## src/rtl/register_pkg.sv

```systemverilog
// Shared register-level types for the PHY datapath: lane rate selection and
// the MAC frame byte serializer state encoding.
package register_pkg;

  typedef enum logic [1:0] {
    RATE_GEN1 = 2'd0,
    RATE_GEN2 = 2'd1,
    RATE_GEN3 = 2'd2
  } active_data_rate_e;

  typedef enum logic {
    IDLE  = 1'b0,
    SHIFT = 1'b1
  } serializer_state_e;

endpackage

```

## src/rtl/sync_fifo.sv

```systemverilog
// Generic single-clock FIFO; full/empty derive from an explicit level counter
// so the power-of-2 pointers can wrap freely.
module sync_fifo #(
  parameter int unsigned WIDTH = 32,
  parameter int unsigned DEPTH = 2
) (
  input  logic                       clk_i,
  input  logic                       rst_i,
  input  logic                       push_i,
  input  logic [WIDTH-1:0]           wr_data_i,
  input  logic                       pop_i,
  output logic [WIDTH-1:0]           rd_data_o,
  output logic                       full_o,
  output logic                       empty_o,
  output logic [$clog2(DEPTH+1)-1:0] level_o
);

  localparam int unsigned PTR_W = $clog2(DEPTH);
  localparam int unsigned LVL_W = $clog2(DEPTH+1);

  logic [WIDTH-1:0] mem_q [DEPTH];
  logic [PTR_W-1:0] wr_ptr_q, rd_ptr_q;
  logic [LVL_W-1:0] level_q;
  logic             push_ok, pop_ok;

  assign full_o    = (level_q == LVL_W'(DEPTH));
  assign empty_o   = (level_q == '0);
  assign level_o   = level_q;
  assign push_ok   = push_i && !full_o;
  assign pop_ok    = pop_i && !empty_o;
  assign rd_data_o = mem_q[rd_ptr_q];

  always_ff @(posedge clk_i) begin
    if (push_ok) mem_q[wr_ptr_q] <= wr_data_i;
  end

  always_ff @(posedge clk_i or posedge rst_i) begin
    if (rst_i) begin
      wr_ptr_q <= '0;
      rd_ptr_q <= '0;
      level_q  <= '0;
    end else begin
      if (push_ok) wr_ptr_q <= wr_ptr_q + 1'b1;
      if (pop_ok)  rd_ptr_q <= rd_ptr_q + 1'b1;
      case ({push_ok, pop_ok})
        2'b10:   level_q <= level_q + 1'b1;
        2'b01:   level_q <= level_q - 1'b1;
        default: level_q <= level_q;
      endcase
    end
  end

endmodule

```

## src/rtl/mac_frame_byte_serializer.sv

```systemverilog
// Buffers wide MAC frames and emits them LSB-first as a byte stream under a
// valid/ready handshake, chaining frames back-to-back without bubbles.
module mac_frame_byte_serializer #(
  parameter int unsigned MAC_FRAME_WIDTH = 32,
  parameter int unsigned FIFO_DEPTH      = 2
) (
  input  logic                            clk_i,
  input  logic                            rst_i,
  input  logic [MAC_FRAME_WIDTH-1:0]      mac_data_frame_i,
  input  logic                            mac_data_frame_valid_i,
  output logic                            mac_data_frame_ready_o,
  output logic [7:0]                      byte_o,
  output logic                            byte_valid_o,
  input  logic                            byte_ready_i,
  output logic                            byte_first_o,
  output logic                            byte_last_o,
  output logic [$clog2(FIFO_DEPTH+1)-1:0] fifo_level_o
);

  import register_pkg::*;

  localparam int unsigned BYTES_PER_FRAME = MAC_FRAME_WIDTH / 8;
  localparam int unsigned IDX_W           = $clog2(BYTES_PER_FRAME);
  localparam logic [IDX_W-1:0] LAST_IDX   = IDX_W'(BYTES_PER_FRAME - 1);

  serializer_state_e          state_q, state_d;
  logic [MAC_FRAME_WIDTH-1:0] shreg_q;
  logic [IDX_W-1:0]           idx_q;
  logic [MAC_FRAME_WIDTH-1:0] fifo_rd_data;
  logic                       fifo_full, fifo_empty;
  logic                       push, pop, byte_xfer;
  logic [7:0]                 frame_bytes [BYTES_PER_FRAME];

  // Ready comes from the registered level only, never from byte_ready_i.
  assign mac_data_frame_ready_o = !fifo_full;
  assign push                   = mac_data_frame_valid_i && mac_data_frame_ready_o;
  assign byte_xfer              = (state_q == SHIFT) && byte_ready_i;

  sync_fifo #(
    .WIDTH (MAC_FRAME_WIDTH),
    .DEPTH (FIFO_DEPTH)
  ) u_fifo (
    .clk_i     (clk_i),
    .rst_i     (rst_i),
    .push_i    (push),
    .wr_data_i (mac_data_frame_i),
    .pop_i     (pop),
    .rd_data_o (fifo_rd_data),
    .full_o    (fifo_full),
    .empty_o   (fifo_empty),
    .level_o   (fifo_level_o)
  );

  always_ff @(posedge clk_i or posedge rst_i) begin
    if (rst_i) state_q <= IDLE;
    else       state_q <= state_d;
  end

  always_comb begin
    state_d = state_q;
    pop     = 1'b0;
    case (state_q)
      IDLE: begin
        if (!fifo_empty) begin
          pop     = 1'b1;
          state_d = SHIFT;
        end
      end
      SHIFT: begin
        if (byte_xfer && (idx_q == LAST_IDX)) begin
          if (!fifo_empty) pop     = 1'b1;
          else             state_d = IDLE;
        end
      end
      default: state_d = IDLE;
    endcase
  end

  // A pop always coincides with idx being 0 next, so the shift register load
  // and the index wrap can be handled independently.
  always_ff @(posedge clk_i or posedge rst_i) begin
    if (rst_i) begin
      shreg_q <= '0;
      idx_q   <= '0;
    end else begin
      if (pop) shreg_q <= fifo_rd_data;
      if (byte_xfer) idx_q <= (idx_q == LAST_IDX) ? '0 : idx_q + 1'b1;
    end
  end

  always_comb begin
    for (int unsigned i = 0; i < BYTES_PER_FRAME; i++) begin
      frame_bytes[i] = shreg_q[8*i +: 8];
    end
  end

  always_comb begin
    byte_valid_o = (state_q == SHIFT);
    byte_o       = byte_valid_o ? frame_bytes[idx_q] : '0;
    byte_first_o = byte_valid_o && (idx_q == '0);
    byte_last_o  = byte_valid_o && (idx_q == LAST_IDX);
  end

endmodule

```

## config.mk

```make
export PLATFORM = sky130hd
export DESIGN_NAME = mac_frame_byte_serializer
export DESIGN_NICKNAME = d
export VERILOG_FILES = /design/src/rtl/register_pkg.sv /design/src/rtl/sync_fifo.sv /design/src/rtl/mac_frame_byte_serializer.sv
export SDC_FILE = /design/constraint.sdc
export NUM_CORES = 1
export LEC_CHECK = 0
export ABC_AREA = 1
export CORE_AREA = 2 2 95 97
export DETAILED_ROUTE_END_ITERATION = 8
export DIE_AREA = 0 0 97 99
export HOLD_SLACK_MARGIN = 0.05
export PLACE_DENSITY = 0.74
export SETUP_SLACK_MARGIN = 0.15
export SYNTH_ARGS = -nofsm -noshare
export SYNTH_HDL_FRONTEND = slang
export SYNTH_HIERARCHICAL = 1
export SYNTH_SLANG_ARGS = --single-unit
```

## constraint.sdc

```tcl
create_clock -name clk_i -period 3.1 [get_ports clk_i]
set_input_delay 0.62 -clock clk_i [delete_from_list [all_inputs] [get_ports clk_i]]
set_output_delay 0.62 -clock clk_i [all_outputs]
set_load 0.005 [all_outputs]
```

==> results by group, run 1 <==
Place
  • Gpl congestion: 0.829
  • Post-DP HPWL: 5330 um
  • Placement Cell Area: 4990 um2
  • Port Buffer Count: 49

Yosys
  • Async set-reset flop share out of synthesis: 37.9%
  • Synthesized cell area: 4470 um2
  • Mux cell area share after synthesis: 0%
  • Xor and xnor area share after synthesis: 0.196%
  • Simple-gate share of the synthesized area: 18.4%
  • Synth top cells by count: nand2_1 (166), inv_1 (78), edfxtp_1 (64), dfrtp_1 (39), o21ai_1 (22)
  • Post-Synth Adder-Cell Area: 0.839%
  • Top-count cell post-synth: nand2_1
  • Syn Nets: 493
  • Post-Syn Instances: 454
  • Yosys cell types: 23
  • Post-synth EDFFs: 64
  • Largest family of logic cells by synthesized area: simple AND/OR/NAND/NOR gates
  • Avg Cell Area, Syn: 9.86 um2
  • Area leader, netlist: edfxtp_1
  • Post-synthesis compound-gate area fraction: 4.81%
  • Warnings, synthesis: 6
  • Seq/Total Area, Yosys: 64.8%
  • Synth top area share: 43.0%
  • FF+latch count, synth: 103
  • Main area contributors after synthesis: edfxtp_1 (43%), dfrtp_1 (22%), nand2_1 (14%)
  • Top_reg_cell synth: edfxtp_1

Clock tree
  • Worst-path clk slew: 0.09 ns
  • CTS Root Cell: clkbuf_8
  • H-tree depth: 3
  • Hold_buf cts: 0
  • CTS Buf Count: 9
  • Clock Latency Late Sink: 0.36 ns
  • Clock tree buffer depth: 2
  • TritonCTS clock tree: built
  • Clock sinks: 103

Route
  • First DRT Iteration DRCs: 153
  • Antenna viol nets, final: 0
  • DR DRC count: 0
  • Pre-antenna DRT Iters: 5
  • Vias: 2916
  • Drt via density: 4.73
  • Final wirelength: 7570 um
  • Routed WL per cell: 12.3 um

STA
  • Layout Skew: 0.0104 ns
  • WHS: 0.470 ns
  • Slew HR: 70.6%
  • Final setup viols: 0
  • Fmax: 0.379 GHz
  • Setup_tns: 0 ns
  • Max Slew Vio Count: 0
  • RSZ-0062 raised after global routing: no
  • Final min period: 2.64 ns
  • Period utilisation layout: 85.0%
  • Fin. Hold Viols: 0
  • Worst Max-Slew Pin Slew: 0.442 ns

Finish
  • Util after Layout: 60.6%
  • Area Overhead vs Synth: 15.9%
  • Layout cell share with drive strength beyond 1: 8.06%
  • # nets final: 543
  • Finished Cell Area: 5180 um2
  • Antenna Cells: 0

GRT
  • Largest net degree at the start of global routing: 43
  • Initial antenna violation count: 0
  • GRT Total Usage: 17.3%
  • Vias in the first global route: 2938
  • Grt ovf: 0
  • First-pass GRT wire length: 13400 um

Worst setup path
  • Crit Path Max Fanout: 19
  • Reg2Reg Launch Point: idx_q[0]$_DFFE_PP0P_
  • Arr. time, crit path: 2.02 ns
  • CP Capture Type: output pin
  • Worst setup SP type: flop
  • Reg2reg setup slack: 0.78 ns
  • End of the worst register-to-register path: u_fifo/level_o[1]$_DFFE_PP0P_
  • Worst Reg-to-Reg Cells: 12
  • Setup CP Type: flop to output pin
  • Req. time, crit path: 2.48 ns

Die
  • DIE HEIGHT: 99 um
  • Num rows: 34
  • Io pins: 50
  • Die area: 9600 um2
  • Die Width: 97 um
  • Core box area: 8550 um2
  • Initial Utilization: 52.3%

Power and ir drop
  • Worst vdd ir: 0.368 mV
  • Overall power: 4.84 mW
  • Leak: 2.40 nW
  • PD cells: 933 nW/um2

Run status
  • Status: complete, no violations

Run
  • Max-Cap Viols: 0

Min path
  • Type of the worst min-delay path: input pin to async pin
## where the power goes
part / leakage, nW / switching, mW / total, mW / internal (mW)
sequential: 1.07 / 0.232 / 2.17 / 1.93
combinational: 1.22 / 1.10 / 1.85 / 0.753
clock: 0.101 / 0.443 / 0.818 / 0.375
## metrics by stage
stage	instances	setup slack, ns
6_report	617	0.464
5_1_grt	617	0.344
4_1_cts	617	0.259
3_5_place_dp	601	0.510
3_3_place_gp	601	0.578
2_1_floorplan	454	0.457
## critical path: stages (launching register included)
cell	delay (ns)
dfrtp_2	0.59
inv_4	0.15
nand2_1	0.09
nand3_1	0.06
a21oi_1	0.23
clkdlybuf4s50_1	0.54
## metal layers
metal	wire, um	global-route usage (%)	vias to the layer above
met5	0	0	-
met4	140	7.26	0
met3	278	2.62	13
met2	3700	29.1	64
met1	3450	22.6	1335
li1	-	-	1504
## layout by cell type, fill, tap and decap left out, types with 4 or more instances in the layout
cell type        Yosys  routed
buf_4                3       7
clkinv_4             0       4
nand2_1            166     166
nor2_1               6       5
clkdlybuf4s50_1      0      49
o21ai_1             22      22
edfxtp_1            64      64
a21oi_1             10      10
o21ai_0             11      11
inv_2                4       4
nand2_2             10      10
clkbuf_8             0       9
nand3_1             18      18
inv_1               78      78
dfrtp_1             39      38
## final cells by class
class                      count  area [um2]
sequential                   103        2900
inverter                      84         323
clock buffer                   9         124
tap                          108         135
clock inverter                 7        73.8
fill                         705        3370
multi-input combinational    250        1090
timing repair buffer          56         543
## cell families (layout without fill, tap and decap cells)
logic type,count (synthesis),after routing
AND/OR/NAND/NOR,203,203
flip-flops,103,103
buffers and inverters,101,156
AO/OA/AOI/OAI,43,43
adder cells (fa/ha/maj),3,3
XOR/XNOR,1,1
## worst max path at each step
stage,end,from,depth (start not counted),slack (ns)
5_1_grt,byte_o[2],idx_q[0]$_DFFE_PP0P_,5,0.34
4_1_cts,byte_o[1],idx_q[0]$_DFFE_PP0P_,5,0.26
6_report,byte_o[2],idx_q[0]$_DFFE_PP0P_,5,0.46
3_5_place_dp,u_fifo/level_o[1]$_DFFE_PP0P_,byte_ready_i,12,0.51
2_1_floorplan,u_fifo/mem_q[1][0]$_DFFE_PP_,mac_data_frame_valid_i,4,0.46
3_3_place_gp,u_fifo/level_o[1]$_DFFE_PP0P_,byte_ready_i,12,0.58
## state kept, by name, indices dropped and copies added (netlist names)
signal           cells
u_fifo/wr_ptr_q      1
idx_q                2
u_fifo/mem_q        64
u_fifo/rd_ptr_q      1
byte_valid_o         1
u_fifo/level_o       2
shreg_q             32
## what timing repair did
item                       CTS  global route
setup endpoints to repair    0             8
buffers inserted             0             0
gates resized for setup      0             1
Note: power is estimated with default switching activity, not from simulation.
==> run 2, diff against run 1 <==
--- a/config.mk
+++ b/config.mk
@@ -6,11 +6,13 @@
 export NUM_CORES = 1
 export LEC_CHECK = 0
 export ABC_AREA = 1
+export ABC_CLOCK_PERIOD_IN_PS = 3100
 export CORE_AREA = 2 2 95 97
 export DETAILED_ROUTE_END_ITERATION = 8
 export DIE_AREA = 0 0 97 99
+export DONT_BUFFER_PORTS = 1
 export HOLD_SLACK_MARGIN = 0.05
-export PLACE_DENSITY = 0.74
+export PLACE_DENSITY = 0.66
 export SETUP_SLACK_MARGIN = 0.15
 export SYNTH_ARGS = -nofsm -noshare
 export SYNTH_HDL_FRONTEND = slang
==> run 2 against run 1 <==
Compared with the run above: final area fell by 8.9%; flip-flop and latch count did not move; critical path type is now flop to flop; via count fell by 5.9%; setup slack improved by 0.28 ns; critical endpoint is now u_fifo/level_o[1]$_DFFE_PP0P_; total power fell by 3.6%; largest power group unchanged.
==> results by group, run 2 (synthesized netlist as in run 1, its figures left out) <==
Run status
  • Status: complete, no violations

STA
  • Layout Skew: 0.0108 ns
  • Slew HR: 34.3%
  • Fmax: 0.425 GHz
  • Setup_tns: 0 ns
  • Worst Max-Slew Pin Slew: 0.986 ns
  • Max Slew Vio Count: 0
  • RSZ-0062 raised after global routing: no
  • Period utilisation layout: 75.9%
  • Final min period: 2.35 ns
  • WHS: 0.231 ns
  • Final setup viols: 0
  • Fin. Hold Viols: 0

Clock tree
  • Postcts setup bufs: 0
  • Clock Latency Late Sink: 0.36 ns
  • Worst-path clk slew: 0.10 ns
  • H-tree depth: 3
  • Clock sinks: 103
  • Cts repair resizes: 0
  • Clock tree buffer depth: 2
  • CTS Root Cell: clkbuf_8
  • TritonCTS clock tree: built
  • CTS Buf Count: 9

Finish
  • Fillers: 740
  • Antenna Cells: 0
  • Area Overhead vs Synth: 5.56%
  • Util after Layout: 55.2%
  • Commonest non-fill, non-tap cells in the layout: nand2_1 (166), inv_1 (78), edfxtp_1 (64), dfrtp_1 (38), o21ai_1 (22)
  • Commonest non-fill, non-tap cell in the layout: nand2_1
  • Largest Register: u_fifo/mem_q
  • Layout cell share with drive strength beyond 1: 8.52%
  • Largest regs: u_fifo/mem_q (64), shreg_q (32)
  • Max reg flops: 64
  • Non-Filler Instances: 566
  • # nets final: 492

Place
  • Post-DP HPWL: 4930 um
  • Gpl congestion: 0.809
  • Port Buffer Count: 0
  • Placed cells: 549

Worst setup path
  • Worst Reg-to-Reg Cells: 12
  • Req. time, crit path: 3.35 ns
  • Family with the most delay on the worst path: simple AND/OR/NAND/NOR gates
  • Largest stage delay, worst path: 0.54 ns
  • CP Capture Type: flop
  • Crit Path Max Fanout: 34
  • CP cell instances: ha_1, nand2_1, nand2_2, nand2_4, inv_6, nand2_1, inv_1, ha_1, inv_1, nand3_1, nand2_1, nand2_1
  • Worst setup SP type: flop
  • Slowest cell on the critical path: dfrtp_1
  • Worst path bufs/invs: 3
  • Cell mode on critical path: nand2_1
  • Setup CP Type: flop to flop
  • WP depth: 12
  • Arr. time, crit path: 2.61 ns

GRT
  • Grt ovf: 0
  • Initial antenna violation count: 0
  • First-pass GRT wire length: 12700 um
  • Vias in the first global route: 2723
  • Largest net degree at the start of global routing: 67
  • GRT Total Usage: 16.7%

Route
  • Drt via density: 4.85
  • DR DRC count: 0
  • First DRT Iteration DRCs: 123
  • Vias: 2744
  • Final wirelength: 7420 um
  • Antenna viol nets, final: 0
  • Routed WL per cell: 13.1 um
  • Pre-antenna DRT Iters: 4

Min path
  • Type of the worst min-delay path: input pin to async pin

Run
  • Max-Cap Viols: 0

Die
  • Die Width: 97 um
  • Core box area: 8550 um2
  • Num rows: 34
  • Die area: 9600 um2
  • Io pins: 50
  • Initial Utilization: 52.3%
  • DIE HEIGHT: 99 um

Power and ir drop
  • Leak: 2.22 nW
  • Worst vdd ir: 0.440 mV
  • PD cells: 987 nW/um2
-- run 2: changes by cell type in the layout (fill, tap and decap cells not counted), sizes merged --
cell           change
clkinv             -3
clkdlybuf4s50     -49
inv                +2
buf                -3
dlygate4sd3        +1
bufinv             +1
-- run 2: cell type report --
class / count / area [um2] / area share [%]
Clock inverter: 7 / 103 / 2.17
Multi-Input combinational cell: 250 / 1090 / 23.0
Tap cell: 108 / 135 / 2.86
Inverter: 84 / 323 / 6.83
Timing Repair Buffer: 5 / 52.6 / 1.11
Sequential cell: 103 / 2900 / 61.4
Clock buffer: 9 / 124 / 2.62
-- run 2: repair_timing --
| action | in CTS | in global routing |
|---|---|---|
| setup endpoints to repair | 0 | 0 |
| hold buffers | 1 | 0 |
| hold endpoints to repair | 4 | 0 |
-- run 2: power by group --
part	internal [mW]	leakage, nW	switching (mW)
logic	0.495	1.02	1.01
clock network	0.464	0.116	0.456
registers	1.93	1.07	0.301
total	2.89	2.22	1.77
-- run 2: worst paths after layout --
check	from	endpoint	slack, ns
setup / recovery	idx_q[1]$_DFFE_PP0P_	u_fifo/level_o[1]$_DFFE_PP0P_	0.75
hold / removal	rst_i	shreg_q[6]$_DFFE_PP0P_	0.23
setup reg to reg	idx_q[1]$_DFFE_PP0P_	u_fifo/level_o[1]$_DFFE_PP0P_	0.75
hold reg to reg	shreg_q[13]$_DFFE_PP0P_	shreg_q[13]$_DFFE_PP0P_	0.49
max in group asynchronous	rst_i	u_fifo/rd_ptr_q$_DFFE_PP0P_	2.36
min in group clk_i	mac_data_frame_i[6]	u_fifo/mem_q[1][6]$_DFFE_PP_	0.34
-- run 2: per-stage QoR --
step	setup slack [ns]	cell area [um2]	power [mW]
3_5_place_dp	0.773	4490	3.78
3_3_place_gp	0.919	4490	3.72
6_report	0.747	4720	4.66
2_1_floorplan	0.457	4470	3.53
5_1_grt	0.494	4720	5.04
4_1_cts	0.751	4720	4.71
-- run 2: per-layer routing --
layer  part of all wire [%]  vias to the layer above  global-route usage [%]
met5                      0                        -                       0
met4                    1.4                        0                    5.74
met3                    4.5                       11                    4.89
met2                     48                       51                    27.5
met1                     46                     1283                    21.3
li1                       -                     1399                       -
==> run 3, diff against run 2 <==
--- a/config.mk
+++ b/config.mk
@@ -6,7 +6,7 @@
 export NUM_CORES = 1
 export LEC_CHECK = 0
 export ABC_AREA = 1
-export ABC_CLOCK_PERIOD_IN_PS = 3100
+export ABC_CLOCK_PERIOD_IN_PS = 2240
 export CORE_AREA = 2 2 95 97
 export DETAILED_ROUTE_END_ITERATION = 8
 export DIE_AREA = 0 0 97 99
==> constraint.sdc (replaced) <==
create_clock -name clk_i -period 2.24 [get_ports clk_i]
set_input_delay 0.448 -clock clk_i [delete_from_list [all_inputs] [get_ports clk_i]]
set_output_delay 0.448 -clock clk_i [all_outputs]
set_load 0.005 [all_outputs]
==> run 3 against run 2 <==
Compared with the run above: highest routed layer unchanged; global-route usage is 0.77 points lower; sequential share of layout area is the same; largest cell class unchanged; die area stayed put; clock skew up 0.0017 ns.
==> results by group, run 3 (synthesized netlist as in run 1, its figures left out) <==
Finish
  • Fillers: 761
  • Finished Cell Area: 4720 um2
  • Area Overhead vs Synth: 5.56%
  • # nets final: 498
  • Layout cell share with drive strength beyond 1: 9.27%
  • Area of the multi-input gates: 1090 um2
  • Register area: 2900 um2
  • Antenna Cells: 0
  • Max reg flops: 64
  • Largest Register: u_fifo/mem_q
  • Commonest non-fill, non-tap cells in the layout: nand2_1 (166), inv_1 (78), edfxtp_1 (64), dfrtp_1 (38), o21ai_1 (22)
  • Commonest non-fill, non-tap cell in the layout: nand2_1
  • Util after Layout: 55.2%
  • Largest regs: u_fifo/mem_q (64), shreg_q (32)

Die
  • Initial Utilization: 52.3%
  • Die Width: 97 um
  • Num rows: 34
  • Die area: 9600 um2
  • DIE HEIGHT: 99 um
  • Io pins: 50
  • Core box area: 8550 um2

Worst setup path
  • Worst Reg-to-Reg Cells: 12
  • Reg2reg setup slack: 0.44 ns
  • Reg2Reg Launch Point: idx_q[1]$_DFFE_PP0P_
  • Arr. time, crit path: 1.50 ns
  • Setup CP Type: flop to output pin
  • Crit Path Max Fanout: 18
  • Req. time, crit path: 1.79 ns
  • CP Capture Type: output pin
  • Largest stage delay, worst path: 0.35 ns
  • End of the worst register-to-register path: u_fifo/level_o[1]$_DFFE_PP0P_
  • CP cell instances: buf_4, inv_4, nand2_1, nand3_1, a21oi_1
  • Slowest cell on the critical path: dfrtp_1
  • Worst setup SP type: flop
  • Worst path bufs/invs: 2
  • Family with the most delay on the worst path: flip-flops

Route
  • Antenna viol nets, final: 0
  • Drt via density: 4.78
  • Routed WL per cell: 12.5 um
  • Vias: 2737
  • Pre-antenna DRT Iters: 4
  • DR DRC count: 0
  • Final wirelength: 7160 um
  • First DRT Iteration DRCs: 114

STA
  • Final setup viols: 0
  • Max Slew Vio Count: 0
  • Final min period: 1.95 ns
  • Worst Max-Slew Pin Slew: 0.453 ns
  • Period utilisation layout: 87.1%
  • Setup_tns: 0 ns
  • Fmax: 0.512 GHz
  • Slew HR: 69.8%
  • Fin. Hold Viols: 0
  • RSZ-0062 raised after global routing: no
  • Layout Skew: 0.0125 ns

Run
  • Max-Cap Viols: 0

GRT
  • Initial antenna violation count: 0
  • First-pass GRT wire length: 12000 um
  • GRT Total Usage: 15.9%
  • Grt ovf: 0
  • Largest net degree at the start of global routing: 43
  • Vias in the first global route: 2643

Clock tree
  • CTS Buf Count: 9
  • CTS Root Cell: clkbuf_8
  • TritonCTS clock tree: built
  • Clock Latency Late Sink: 0.36 ns
  • Clock sinks: 103
  • Worst-path clk slew: 0.09 ns
  • H-tree depth: 3
  • Clock tree buffer depth: 2

Power and ir drop
  • Worst vdd ir: 0.733 mV
  • Leak: 2.22 nW
  • PD cells: 1330 nW/um2

Place
  • Post-DP HPWL: 4950 um
  • Gpl congestion: 0.815
  • Placement Cell Area: 4520 um2
  • Port Buffer Count: 0

Run status
  • Status: complete, no violations

Min path
  • Type of the worst min-delay path: input pin to async pin
## run 3: cell count changes in the layout (fill, tap and decap cells not counted), sizes merged
cell and delta:
buf +6, bufinv -1, clkbuf +2, clkinv -1, clkinvlp +1, inv -1
## run 3: per-layer routing
layer	vias to the layer above	GRT usage, %	part of all wire (%)
met2	48	25.7	46
met3	13	4.40	4.6
li1	1412	-	-
met5	-	0	0
met4	0	6.93	2.2
met1	1264	20.2	47
## run 3: cell type report
| cell class | instances | area share (%) |
|---|---|---|
| Multi-Input combinational cell | 250 | 23.1 |
| Tap cell | 108 | 2.86 |
| Clock inverter | 5 | 1.25 |
| Clock buffer | 11 | 2.78 |
| Timing Repair Buffer | 11 | 1.80 |
| Inverter | 84 | 6.83 |
| Sequential cell | 103 | 61.4 |
## run 3: repair_timing
item	in CTS	in global routing
endpoints found under the hold margin	4	0
setup buffers	0	0
gates resized for setup	0	1
endpoints found under the setup margin	0	1
hold buffers	1	0
## run 3: power breakdown
group	switching, mW	internal, mW	total, mW	leakage, nW
Clock	0.591	0.520	1.11	0.0916
Combinational	1.52	0.724	2.24	1.05
Sequential	0.274	2.68	2.95	1.07
Total	2.38	3.92	6.30	2.22
## run 3: through the flow
| stage | power [mW] | std cells | setup slack [ns] | hold WS (ns) |
|---|---|---|---|---|
| 2_1_floorplan | 4.88 | 454 | 0.198 | 0.214 |
| 3_3_place_gp | 5.19 | 555 | 0.517 | 0.233 |
| 3_5_place_dp | 5.25 | 555 | 0.449 | 0.233 |
| 4_1_cts | 6.37 | 572 | 0.297 | 0.0748 |
| 5_1_grt | 6.82 | 572 | 0.161 | 0.112 |
| 6_report | 6.30 | 572 | 0.288 | 0.0723 |
## run 3: worst max-delay path by stage
| stage | start | end | slack, ns | depth (start not counted) |
|---|---|---|---|---|
| 2_1_floorplan | u_fifo/level_o[0]$_DFFE_PP0P_ | u_fifo/mem_q[1][0]$_DFFE_PP_ | 0.20 | 4 |
| 3_3_place_gp | idx_q[1]$_DFFE_PP0P_ | u_fifo/level_o[1]$_DFFE_PP0P_ | 0.52 | 12 |
| 3_5_place_dp | idx_q[1]$_DFFE_PP0P_ | u_fifo/level_o[1]$_DFFE_PP0P_ | 0.45 | 12 |
| 4_1_cts | idx_q[0]$_DFFE_PP0P_ | byte_o[5] | 0.30 | 5 |
| 5_1_grt | idx_q[0]$_DFFE_PP0P_ | byte_o[6] | 0.16 | 5 |
| 6_report | idx_q[0]$_DFFE_PP0P_ | byte_o[6] | 0.29 | 5 |
==> RTL change: new RTL, settings of run 3 <==
Set the parameter `FIFO_DEPTH` to 1 (it was 2).
--- a/src/rtl/mac_frame_byte_serializer.sv
+++ b/src/rtl/mac_frame_byte_serializer.sv
@@ -3,5 +3,5 @@
 module mac_frame_byte_serializer #(
   parameter int unsigned MAC_FRAME_WIDTH = 32,
-  parameter int unsigned FIFO_DEPTH      = 2
+  parameter int unsigned FIFO_DEPTH      = 1
 ) (
   input  logic                            clk_i,
Ports: changed (resized fifo_level_o); port bits go from 50 to 49. No check against the original RTL was run, so the function may have changed too.
==> RTL change against run 3 <==
- worst setup slack better by 9.8 ps
- routed wire length is 24% lower
- largest cell class unchanged
- area after synthesis is 36% lower
- power is 28% lower
- cell area is 33% lower
- sequential power is 31% lower
- sequential cell count is 35 lower
- register-to-register slack better by 160 ps
==> RTL change: results (changes against run 3) <==
[synthesis]
synthFlopType = dfrtp_1
syn-num-nets = 333  ; -32%
synth_common_cells = 125 x nand2_1, 42 x inv_1, 36 x dfrtp_1, 32 x edfxtp_1, 16 x nand3_1
avgSynthCellArea_sq_um = 9.77  ; -0.84%
synth_seq_area_share_pct = 64.6  ; -0.18 points
async_reset_ff_share_pct = 52.9  ; +15 points
synth_edf_count = 32  ; -50%
ys_top_cells_by_area = edfxtp_1 33%, dfrtp_1 31%, nand2_1 16%
synth_cell_types = 17  ; -26%

[global_routing]
use_met3_pct = 5.18  ; +0.78 points
use_met2_pct = 20.5  ; -5.3 points
gr-usage-all-layers_pct = 12.7  ; -3.2 points
grt_use_met1_pct = 15.2  ; -5.0 points
grt_max_degree = 36  ; -16%
grt_pass1_wl_um = 9250  ; -23%
grt_pass1_vias = 1885  ; -29%
busiest_layer = met2

[setup_path]
critPathMaxStageDelay_ps = 580  ; +230 ps
r2r-end = shreg_q[27]
cp_slowest_cell = dfrtp_2
crit_path_end = byte_o[4]
arrival_ps = 1490
reg2regPathDepth = 7  ; -5
r2r_slack_ps = 600  ; +160 ps
critPathMaxFanout = 19  ; +1

[final_layout]
fill_cells = 855  ; +12%
buffers = 4  ; -7
clock_area_share_pct = 6.90  ; +2.9 points
n_all_inverters = 46  ; -45%
seq_area_sq_um = 1860  ; -36%
reg.largest.list = shreg_q x32, u_fifo/mem_q x32, idx_q x2
multi_input_area_share_pct = 23.0  ; -0.093 points
design.seq.count = 68  ; -34%
n_clock_buffer = 12  ; +1
multi_input_gates = 170  ; -32%
fin_cells = 412  ; -28%
finalNetCount = 337  ; -32%
final-nonclk-buf-share_pct = 1.03  ; -0.77 points
drive_above_1_share_pct = 11.5  ; +2.2 points

[route]
drt-initial-drc-count = 155  ; +36%
wl_per_cell_um = 13.3  ; +6.1%
wl_met2_um = 2690  ; -19%
vias = 1778  ; -35%
dr_wl_met3_um = 332  ; +1.5%
wl_met1_um = 2400  ; -29%

[placement]
gp_congestion = 0.821  ; +0.72%
dpl.hpwl_um = 3690  ; -25%
placed_cells = 395  ; -29%

[sta]
finClkSkew_ps = 7.07  ; -5.40 ps
timing.max_slew.rel_slack_pct = 69.5  ; -0.35 points

[clock_tree]
clock_path_buffers = 2  ; unchanged
insertion_delay_ps = 340  ; -20 ps
clk_pin_slew_ps = 70  ; -20 ps

[power]
vdd_ir_drop_max_mv = 0.549  ; -25%
intPower_mw = 2.87  ; -27%
p_leak_nw = 1.53  ; -31%

[status]
outcome = finished clean

-- RTL change: worst min-delay path by stage --
| stage | start | end | slack, ps | cells after the start |
|---|---|---|---|---|
| floorplan | rst_i | u_fifo/full_o | 180 | 1 |
| global placement | rst_i | u_fifo/full_o | 180 | 1 |
| detailed placement | rst_i | u_fifo/full_o | 180 | 1 |
| CTS | rst_i | shreg_q[21] | 100 | 2 |
| global route | rst_i | shreg_q[21] | 130 | 2 |
| finish | rst_i | shreg_q[21] | 90 | 2 |
-- RTL change: per-stage QoR --
stage          hold slack, ps  util [%]  worst slack [ps]  area [sq um]
5_1_grt                   130      36.9               182          3150
3_3_place_gp              180      34.2               494          2930
2_1_floorplan             177         -               575          2880
3_5_place_dp              180      34.2               443          2930
6_report                 86.8      36.9               298          3150
4_1_cts                   101      36.9               279          3150
-- RTL change: kinds of logic (layout without fill, tap and decap cells) --
logic type	count (synthesis)	after routing	synth area share (%)
simple gates	158	158	22.6
flops	68	68	64.6
buf+inv	57	66	10.2
compound gates	10	10	1.74
fa+ha+maj	2	2	0.868
-- RTL change: critical path, delay by kind of cell (launching register included) --
family	cells	cell delay [ps]
flops	1	580
compound gates	1	270
simple gates	2	150
buf+inv	1	150
-- RTL change: repair_timing --
item / CTS / global route
gates resized for setup: 1 / 0
setup endpoints to repair: 9 / 0
hold endpoints to repair: 1 / 0
setup buffers: 0 / 0
hold buffers: 1 / 0
-- RTL change: power groups by stage --
stage	combinational, mW	sequential (mW)	clock, mW
global route	1.68	2.09	1.18
floorplan	1.36	1.92	0
finish	1.42	2.04	1.10
global placement	1.40	2.04	0
detailed placement	1.43	2.06	0
CTS	1.45	2.04	1.13
